===== config.mk =====
export PLATFORM = sky130hd
export DESIGN_NAME = regfile_wr_arbiter
export DESIGN_NICKNAME = d
export VERILOG_FILES = /design/src/rtl/regfile_wr_arbiter_pkg.sv /design/src/rtl/regfile_wr_arbiter_rr_grant.sv /design/src/rtl/regfile_wr_arbiter.sv
export SDC_FILE = /design/constraint.sdc
export NUM_CORES = 1
export LEC_CHECK = 0
export CAP_MARGIN = 20
export CORE_ASPECT_RATIO = 0.5
export CORE_UTILIZATION = 42
export CTS_CLUSTER_DIAMETER = 150
export DETAILED_ROUTE_END_ITERATION = 16
export PLACE_DENSITY = 0.83
export SKIP_LAST_GASP = 1
export SLEW_MARGIN = 40
export SYNTH_ARGS = -nofsm -noshare
export SYNTH_HDL_FRONTEND = slang
export SYNTH_SLANG_ARGS = --single-unit

===== constraint.sdc =====
create_clock -name clk -period 9.15 [get_ports clk]
set_input_delay 2.2875 -clock clk [delete_from_list [all_inputs] [get_ports clk]]
set_output_delay 2.2875 -clock clk [all_outputs]
set_load 0.005 [all_outputs]

===== src/rtl/regfile_wr_arbiter_pkg.sv =====
// Shared definitions for the register-file write arbiter.
//   state_e  : controller state encoding (clear sweep, then arbitration)
//   NumRegs  : number of architectural registers cleared by the sweep
//   RegIdxW  : width of a register index
package regfile_wr_arbiter_pkg;

    localparam int unsigned NumRegs = 32;
    localparam int unsigned RegIdxW = 5;

    typedef enum logic {
        StInit = 1'b0,
        StArb  = 1'b1
    } state_e;

endpackage


===== src/rtl/regfile_wr_arbiter_rr_grant.sv =====
// Combinational round-robin grant: picks the first valid requester at or
// after ptr, scanning upward and wrapping at NREQ.
//   valid : per-requester request vector
//   ptr   : highest-priority requester index for this cycle
//   grant : one-hot grant, all zeros when nothing is valid
module rr_grant #(
    parameter int unsigned NREQ = 3,
    localparam int unsigned PtrW = (NREQ > 1) ? $clog2(NREQ) : 1
) (
    input  logic [NREQ-1:0] valid,
    input  logic [PtrW-1:0] ptr,
    output logic [NREQ-1:0] grant
);

    always_comb begin
        int unsigned idx;
        logic [NREQ-1:0] rot;
        grant = '0;
        idx   = 0;
        rot   = '0;
        // Scan from the farthest offset down so the nearest valid one wins.
        for (int off = NREQ - 1; off >= 0; off--) begin
            idx = (int'(ptr) + off) % NREQ;
            rot = valid >> idx;
            if (rot[0]) begin
                grant = NREQ'(1) << idx;
            end
        end
    end

endmodule


===== src/rtl/regfile_wr_arbiter.sv =====
// Register-file write arbiter. After reset it clears x0..x31 with one write
// per cycle, then arbitrates NREQ write requesters round-robin, issuing the
// winner's write one cycle after its handshake. Writes to x0 are dropped.
//   clk, reset_n  : clock, asynchronous active-low reset
//   req_valid_pi  : per-requester write request
//   req_ready_po  : per-requester grant (combinational, at most one hot)
//   req_dest_pi   : per-requester destination index, 5-bit slices
//   req_data_pi   : per-requester write data, DW-bit slices
//   we_po         : register-file write enable
//   destReg_po    : register-file write index
//   writeData_po  : register-file write data
//   init_done_po  : high once the clear sweep has finished
module regfile_wr_arbiter
    import regfile_wr_arbiter_pkg::*;
#(
    parameter int unsigned NREQ = 3,
    parameter int unsigned DW   = 32
) (
    input  logic                    clk,
    input  logic                    reset_n,
    input  logic [NREQ-1:0]         req_valid_pi,
    output logic [NREQ-1:0]         req_ready_po,
    input  logic [NREQ*RegIdxW-1:0] req_dest_pi,
    input  logic [NREQ*DW-1:0]      req_data_pi,
    output logic                    we_po,
    output logic [RegIdxW-1:0]      destReg_po,
    output logic [DW-1:0]           writeData_po,
    output logic                    init_done_po
);

    localparam int unsigned PtrW   = (NREQ > 1) ? $clog2(NREQ) : 1;
    // One extra bit so the counter can sit at NumRegs for the hand-over cycle.
    localparam int unsigned SweepW = RegIdxW + 1;

    state_e              state_q, state_d;
    logic [SweepW-1:0]   sweep_q, sweep_d;
    logic [PtrW-1:0]     ptr_q, ptr_d;
    logic                we_q, we_d;
    logic [RegIdxW-1:0]  dest_q, dest_d;
    logic [DW-1:0]       data_q, data_d;

    logic [NREQ-1:0]     grant_raw;
    logic [NREQ-1:0]     grant;
    logic                hs;
    logic [PtrW-1:0]     gidx;
    logic [RegIdxW-1:0]  sel_dest;
    logic [DW-1:0]       sel_data;

    rr_grant #(
        .NREQ (NREQ)
    ) u_rr_grant (
        .valid (req_valid_pi),
        .ptr   (ptr_q),
        .grant (grant_raw)
    );

    assign grant        = (state_q == StArb) ? grant_raw : '0;
    assign hs           = |grant;
    assign req_ready_po = grant;

    // Mux the granted requester's payload and index.
    always_comb begin
        gidx     = '0;
        sel_dest = '0;
        sel_data = '0;
        for (int i = 0; i < NREQ; i++) begin
            if (grant[i]) begin
                gidx     = PtrW'(i);
                sel_dest = req_dest_pi[i*RegIdxW +: RegIdxW];
                sel_data = req_data_pi[i*DW +: DW];
            end
        end
    end

    always_comb begin
        state_d = state_q;
        sweep_d = sweep_q;
        ptr_d   = ptr_q;
        we_d    = 1'b0;
        dest_d  = dest_q;
        data_d  = data_q;
        case (state_q)
            StInit: begin
                if (sweep_q == SweepW'(NumRegs)) begin
                    state_d = StArb;
                end else begin
                    we_d    = 1'b1;
                    dest_d  = sweep_q[RegIdxW-1:0];
                    data_d  = '0;
                    sweep_d = sweep_q + SweepW'(1);
                end
            end
            StArb: begin
                if (hs) begin
                    we_d   = (sel_dest != '0);
                    dest_d = sel_dest;
                    data_d = sel_data;
                    ptr_d  = (gidx == PtrW'(NREQ - 1)) ? '0 : gidx + PtrW'(1);
                end
            end
            default: state_d = StInit;
        endcase
    end

    always_ff @(posedge clk or negedge reset_n) begin
        if (!reset_n) begin
            state_q <= StInit;
            sweep_q <= '0;
            ptr_q   <= '0;
            we_q    <= 1'b0;
            dest_q  <= '0;
            data_q  <= '0;
        end else begin
            state_q <= state_d;
            sweep_q <= sweep_d;
            ptr_q   <= ptr_d;
            we_q    <= we_d;
            dest_q  <= dest_d;
            data_q  <= data_d;
        end
    end

    assign we_po        = we_q;
    assign destReg_po   = dest_q;
    assign writeData_po = data_q;
    assign init_done_po = (state_q == StArb);

endmodule


==> After elaboration in Yosys (flattened, before gate mapping) <==
Index checks and enable logic that the tools add are counted.
{ "word_totals": {"regBits": 47, "output_inout_bits": 42, "wordCells": 54} }
{ "classes": {"add_sub_neg": 4, "div": 3, "n_eq_ne": 4, "shift": 6, "n_mux": 24, "bitwise": 2, "reduce_logical": 5} }
{ "op_table": {"columns": ["operator", "count"], "rows": [
  ["two-way mux 32 bit", 5],
  ["left shift 1 x 32 -> 3 bit, first input constant", 3],
  ["right shift 3 x 32 -> 1 bit", 3],
  ["modulo 32 x 2 -> 32 bit, second input constant", 2],
  ["case mux 32 bit (2 select lines)", 1],
  ["modulo 2 x 2 -> 32 bit, second input constant", 1],
  ["two-way mux 5 bit", 5],
  ["two-way mux 3 bit", 4],
  ["case mux 5 bit (2 select lines)", 1],
  ["adder 6 x 1 -> 6 bit, second input constant", 1],
  ["equality test 6 bit, second input constant", 1],
  ["AND reduction 2 bit", 3],
  ["two-way mux 1 bit", 5],
  ["nonzero test 5 bit", 1],
  ["two-way mux 2 bit", 2],
  ["adder 2 x 1 -> 3 bit, second input constant", 1],
  ["adder 2 x 2 -> 3 bit, second input constant", 1],
  ["OR reduction 3 bit", 1],
  ["adder 2 x 1 -> 2 bit, second input constant", 1],
  ["equality test 2 bit, second input constant", 1],
  ["!= test 2 x 1 -> 1 bit, second input constant", 1],
  ["!= test 2 bit, second input constant", 1],
  ["inverter 1 bit", 2],
  ["case mux 1 bit (2 select lines)", 1]
]} }

==> Logic depth before layout (Yosys ltp) <==
{ "depth": {"word_depth": 13, "ltp_mapped": 16, "depth_no_buf": 14} }

==> Modules after synthesis <==
From an unflattened synthesis, not the netlist that was laid out.
{ "hier_totals": {"cells_unflattened": 311, "hier_area_um2": 2765.2} }
{ "by_module_without_submodules": {"columns": ["mod", "n_inst", "cells_per_inst", "area_per_inst_um2", "seq_area_each_um2"], "rows": [
  ["regfile_wr_arbiter", 1, 271, 2421.1, 1176.1],
  ["rr_grant", 1, 40, 344.1, 0.0]
]} }

==> Least setup slack after synthesis <==
OpenSTA, ideal clock, no wires.
{ "synth_timing": {"path_type": "input to output", "start": "input port req_valid_pi[1]", "end": "output port req_ready_po[2]", "t_arrival_ns": 3.823, "required_ns": 6.863, "slack_ns": 3.039, "path_stages": 8, "path_buffers": 3, "cell_sequence": "nor2_1 o21ai_0 a2111oi_2 o311ai_4 inv_2 buf_2 buf_2 buf_2"} }
{ "synth_via": {"elab_chain_len": 5, "word_cells_on_any_way": 7} }
{ "synth_lines": {"columns": ["element", "line_no", "rtl"], "rows": [
  ["start, declared", "regfile_wr_arbiter.sv:21", "input logic [NREQ-1:0] req_valid_pi,"],
  ["right shift 3 x 32 -> 1 bit", "regfile_wr_arbiter_rr_grant.sv:24", "rot = valid >> idx;"],
  ["two-way mux 3 bit (2 in series)", "regfile_wr_arbiter_rr_grant.sv:25", "if (rot[0]) begin"],
  ["two-way mux 3 bit (*)", "regfile_wr_arbiter_rr_grant.sv:25", null],
  ["two-way mux 3 bit (*)", "regfile_wr_arbiter.sv:57", "assign grant = (state_q == StArb) ? grant_raw : '0;"],
  ["end, declared", "regfile_wr_arbiter.sv:22", "output logic [NREQ-1:0] req_ready_po,"]
]} }
Mark *: on every way between the ends. The rest lies on a longest branch, timed or not.

==> Worst setup path in the final report <==
{ "layout_timing": {"start": "input port req_valid_pi[1]", "end": "output port req_ready_po[0]"} }
The elaborated chain is that of the path after synthesis.

==> summary by stage <==
Outcome
The run finished with clean final reports.

STA
The number of pins exceeding their max-slew limit in the final report is 0. The least setup slack across all paths after layout is between 2 and 2.5 ns. The time the final worst path needs with I/O delays and setup is 6.98 ns. The worst slew margin relative to its limit is 46.8%. Dividing the final minimum period by the clock period gives 76.3%.

For the final routed database, the setup TNS stands at 0 ns. The number of setup violations in the final report is 0. At the pin with the least slew margin, the transition time is between 0.7 and 0.8 ns. The final hold violation count was 0. Setup repair after global routing left no endpoint under its margin.

Timing would allow up to 143 MHz. The final worst hold slack is 0.480 ns. The setup clock skew after layout is 0.00360 ns.

Clocking
Post-CTS repair changed the size of 0 cells. After clock tree synthesis, the flow added hold-fix buffers numbering 0. The longest clock path from root to sink contains 2 buffers.

The H-tree generated during clock tree synthesis spans 2 levels. Clock latency on the worst-skew pair, taken at its later pin, is around 0.3 ns. TritonCTS built the clock tree.

The number of setup buffers added after CTS is 0. Counting every sink on the clock net gives 47. The clock tree root buffer cell is clkbuf_16.

Clock-pin slew was measured on the worst setup and hold paths at 0.06 ns. Buffers inserted during clock tree synthesis total 5.

Setup path
Counting stages on the worst path, the most repeated cell is clkdlybuf4s50_1. The most critical setup path has its startpoint at req_valid_pi[1]. The required time at the endpoint of the critical path is around 6.9 ns. Of all nets on the critical path, the largest fanout is 9.

The slack of the worst reg-to-reg path is 4.96 ns. The library cell contributing the largest single delay on the critical path is clkdlybuf4s50_1. The startpoint identified for the worst register-to-register timing path is ptr_q[1]. Data on the critical path arrives at its endpoint at approximately 4.7 ns. Traced cell by cell, the critical path runs through clkdlybuf4s50_1 -> nor2_1 -> o21ai_0 -> a41oi_1 -> a221oi_4 -> clkdlybuf4s50_1. The peak per-stage delay on the critical path is around 0.6 ns.

For the worst flop-to-flop path, the logic depth is 14. The worst setup path category is input pin to output port. The endpoint type of the worst setup path is an output port. The endpoint identified for the worst register-to-register timing path is writeData_po[12]. The startpoint type of the worst setup path is an input pin.

The most critical setup path has its endpoint at req_ready_po[0].

Yosys
The post-synthesis instance area is ~2800 sq um. The yosys synthesis warning count is 0. The area share of the largest cell type after synthesis is 41.7%. For this run, the register share of the synthesized area comes to 41.7%. Synthesis produced a netlist with a net count of 402.

In this run, synthesis produced a sequential element count of 47. Yosys attributes the largest share of cell area to dfrtp_1 42%, a22oi_1 15%, ha_1 5.3%. The average instance area after synthesis is just over 10 sq um. The number of distinct library cells after synthesis is 45. The cell type with the largest total area after synthesis is dfrtp_1. The number of cells produced by synthesis is approximately 270.

Global routing
Global routing consumed, over all layers together, about 25% of the routing resources. The initial antenna violation count is 0. The total congestion overflow is 0. The via count of the first global-routing pass came to 2819.

The pin count of the biggest net entering global routing is 76. The first global-routing pass estimated about 14000 um of wire.

Layout
The total inserted antenna cells is 0. The share of cells above drive strength 1 is under 10%. From synthesis to final layout, the design area changed by 60.3%. After the last flow step, the layout net total stands at ~550. For this run, the number of standard cells in the final layout without fillers is roughly 510.

The design area is 4520 sq um.

Flow run
The max-capacitance violation count is 0.

Floorplanning
The area enclosed by the die boundary is 7070 sq um. The cell row count is 20. The area of the core is 6280 sq um. The number of top-level pins is around 160. The die boundary width is ~120 um. For this configuration, the core starts out at a cell density of between 40% and 50%.

The height of the die is 59.9 um.

Routing
The count of nets left with antenna violations once routing finished came out at 0. The routed wire length is ~8700 um. The via count of the routed design is between 2000 and 3000. After the first detailed-routing iteration, the DRC count stood at 146. The detailed-routing iteration count for the pre-antenna-repair pass is 4. The final routed DRC violation total is 0.

The average wire per standard cell is ~17 um. Using the TritonRoute via totals, the vias-per-cell ratio works out to 5.54.

Placement
In this run the tool buffered the top-level ports with 157 buffer cells. The post-placement setup slack is ~2.2 ns. The routability congestion estimate from global placement is 0.876. The number of instances in the placed design is 501. The placed cell area is 4380 sq um. The HPWL after detailed placement is 6300 um.

Power
The total power divided by cell area is 342 nW/um^2. The worst voltage drop across the vdd grid is between 0.2 and 0.25 mV. For this design the static power due to leakage is between 1.5 and 2 nW.

Worst hold path
In this run the worst hold path is classified as flip-flop to flip-flop.
per-stage QoR:
stage / utilization [%] / power (W)
finish: 72.0 / 0.00154
global route: 72.0 / 0.00167
CTS: 72.0 / 0.00156
detailed placement: 69.8 / 0.00137
global placement: 69.7 / 0.00133
floorplan: - / 0.00105
layer usage:
| layer | routed length, um | GRT usage (%) | vias to the layer above |
|---|---|---|---|
| met3 | 271 | 4.68 | 21 |
| met4 | 228 | 11.4 | 0 |
| met1 | 3510 | 28.6 | 1402 |
| li1 | - | - | 1333 |
| met2 | 4650 | 46.8 | 65 |
| met5 | 0 | 0 | - |
state kept, by name, summed over array words and instances (netlist names):
register      cells
writeData_po     32
sweep_q           6
destReg_po        5
ptr_q             2
init_done_po      1
we_po             1
power by group:
| part | switching, W | internal (W) |
|---|---|---|
| clock | 0.0000774 | 0.000101 |
| combinational | 0.000526 | 0.000480 |
| sequential | 0.0000533 | 0.000307 |
| total | 0.000657 | 0.000888 |
critical path: cells and delay by family:
kind,cells,cell delay [ns]
buffers and inverters,2,1.13
AND/OR/NAND/NOR,1,0.07
AO/OA/AOI/OAI,3,1.20
cell families (layout without fill, tap and decap cells):
family / count (synthesis) / in the layout / synth area share, %
XOR/XNOR: 5 / 5 / 1.55
flip-flops: 47 / 47 / 41.7
AND/OR/NAND/NOR: 37 / 37 / 7.50
AO/OA/AOI/OAI: 129 / 129 / 34.9
multiplexers: 4 / 4 / 1.55
adder cells (fa/ha/maj): 12 / 12 / 5.32
buffers and inverters: 40 / 187 / 7.50
placed cells by master, fill, tap and decap left out, drive strengths merged, types with 7 or more instances in the layout:
cell type / Yosys / final
a22oi: 68 / 68
clkbuf: 5 / 7
clkdlybuf4s50: 0 / 156
dfrtp: 47 / 47
ha: 12 / 12
inv: 18 / 18
nand2: 9 / 9
nor2: 7 / 7
o21ai: 36 / 36
worst min-delay path by stage:
| stage | depth (start not counted) | slack [ns] | endpoint | from |
|---|---|---|---|---|
| after global placement | 1 | 0.46 | sweep_q[5] | sweep_q[5] |
| after global routing | 1 | 0.49 | sweep_q[5] | sweep_q[5] |
| after CTS | 1 | 0.48 | sweep_q[5] | sweep_q[5] |
| final | 1 | 0.48 | sweep_q[5] | sweep_q[5] |
| after floorplan | 1 | 0.44 | sweep_q[5] | sweep_q[5] |
| after detailed placement | 1 | 0.47 | sweep_q[5] | sweep_q[5] |
area by class of cell:
cell class              count  area [sq um]
fillers                   452          1760
well taps                  88           110
flip-flops and latches     47          1180
clock inverters             1          5.00
repair buffers            160          1590
inverters                  19          71.3
clock buffers               7           133
multi-input cells         187          1430
synth_stat cells, drive strengths merged:
cell	number
xnor2	4
a41oi	1
clkinv	1
a31oi	2
a2111oi	1
mux2i	4
and3	2
buf	16
xor2	1
a211oi	4
nor2	7
a21oi	2
nand2	9
and2	1
or2	1
nand3	4
a2111o	1
a311o	4
dfrtp	47
nand4	4
nor4	1
a221oi	1
o21ai	36
o21a	1
nand3b	1
a22oi	68
ha	12
nand2b	4
inv	18
o22ai	3
clkbuf	5
a21o	4
nand4bb	1
and4	1
nor3	1
o311ai	1
No activity file was read; power rests on OpenSTA's default activity.
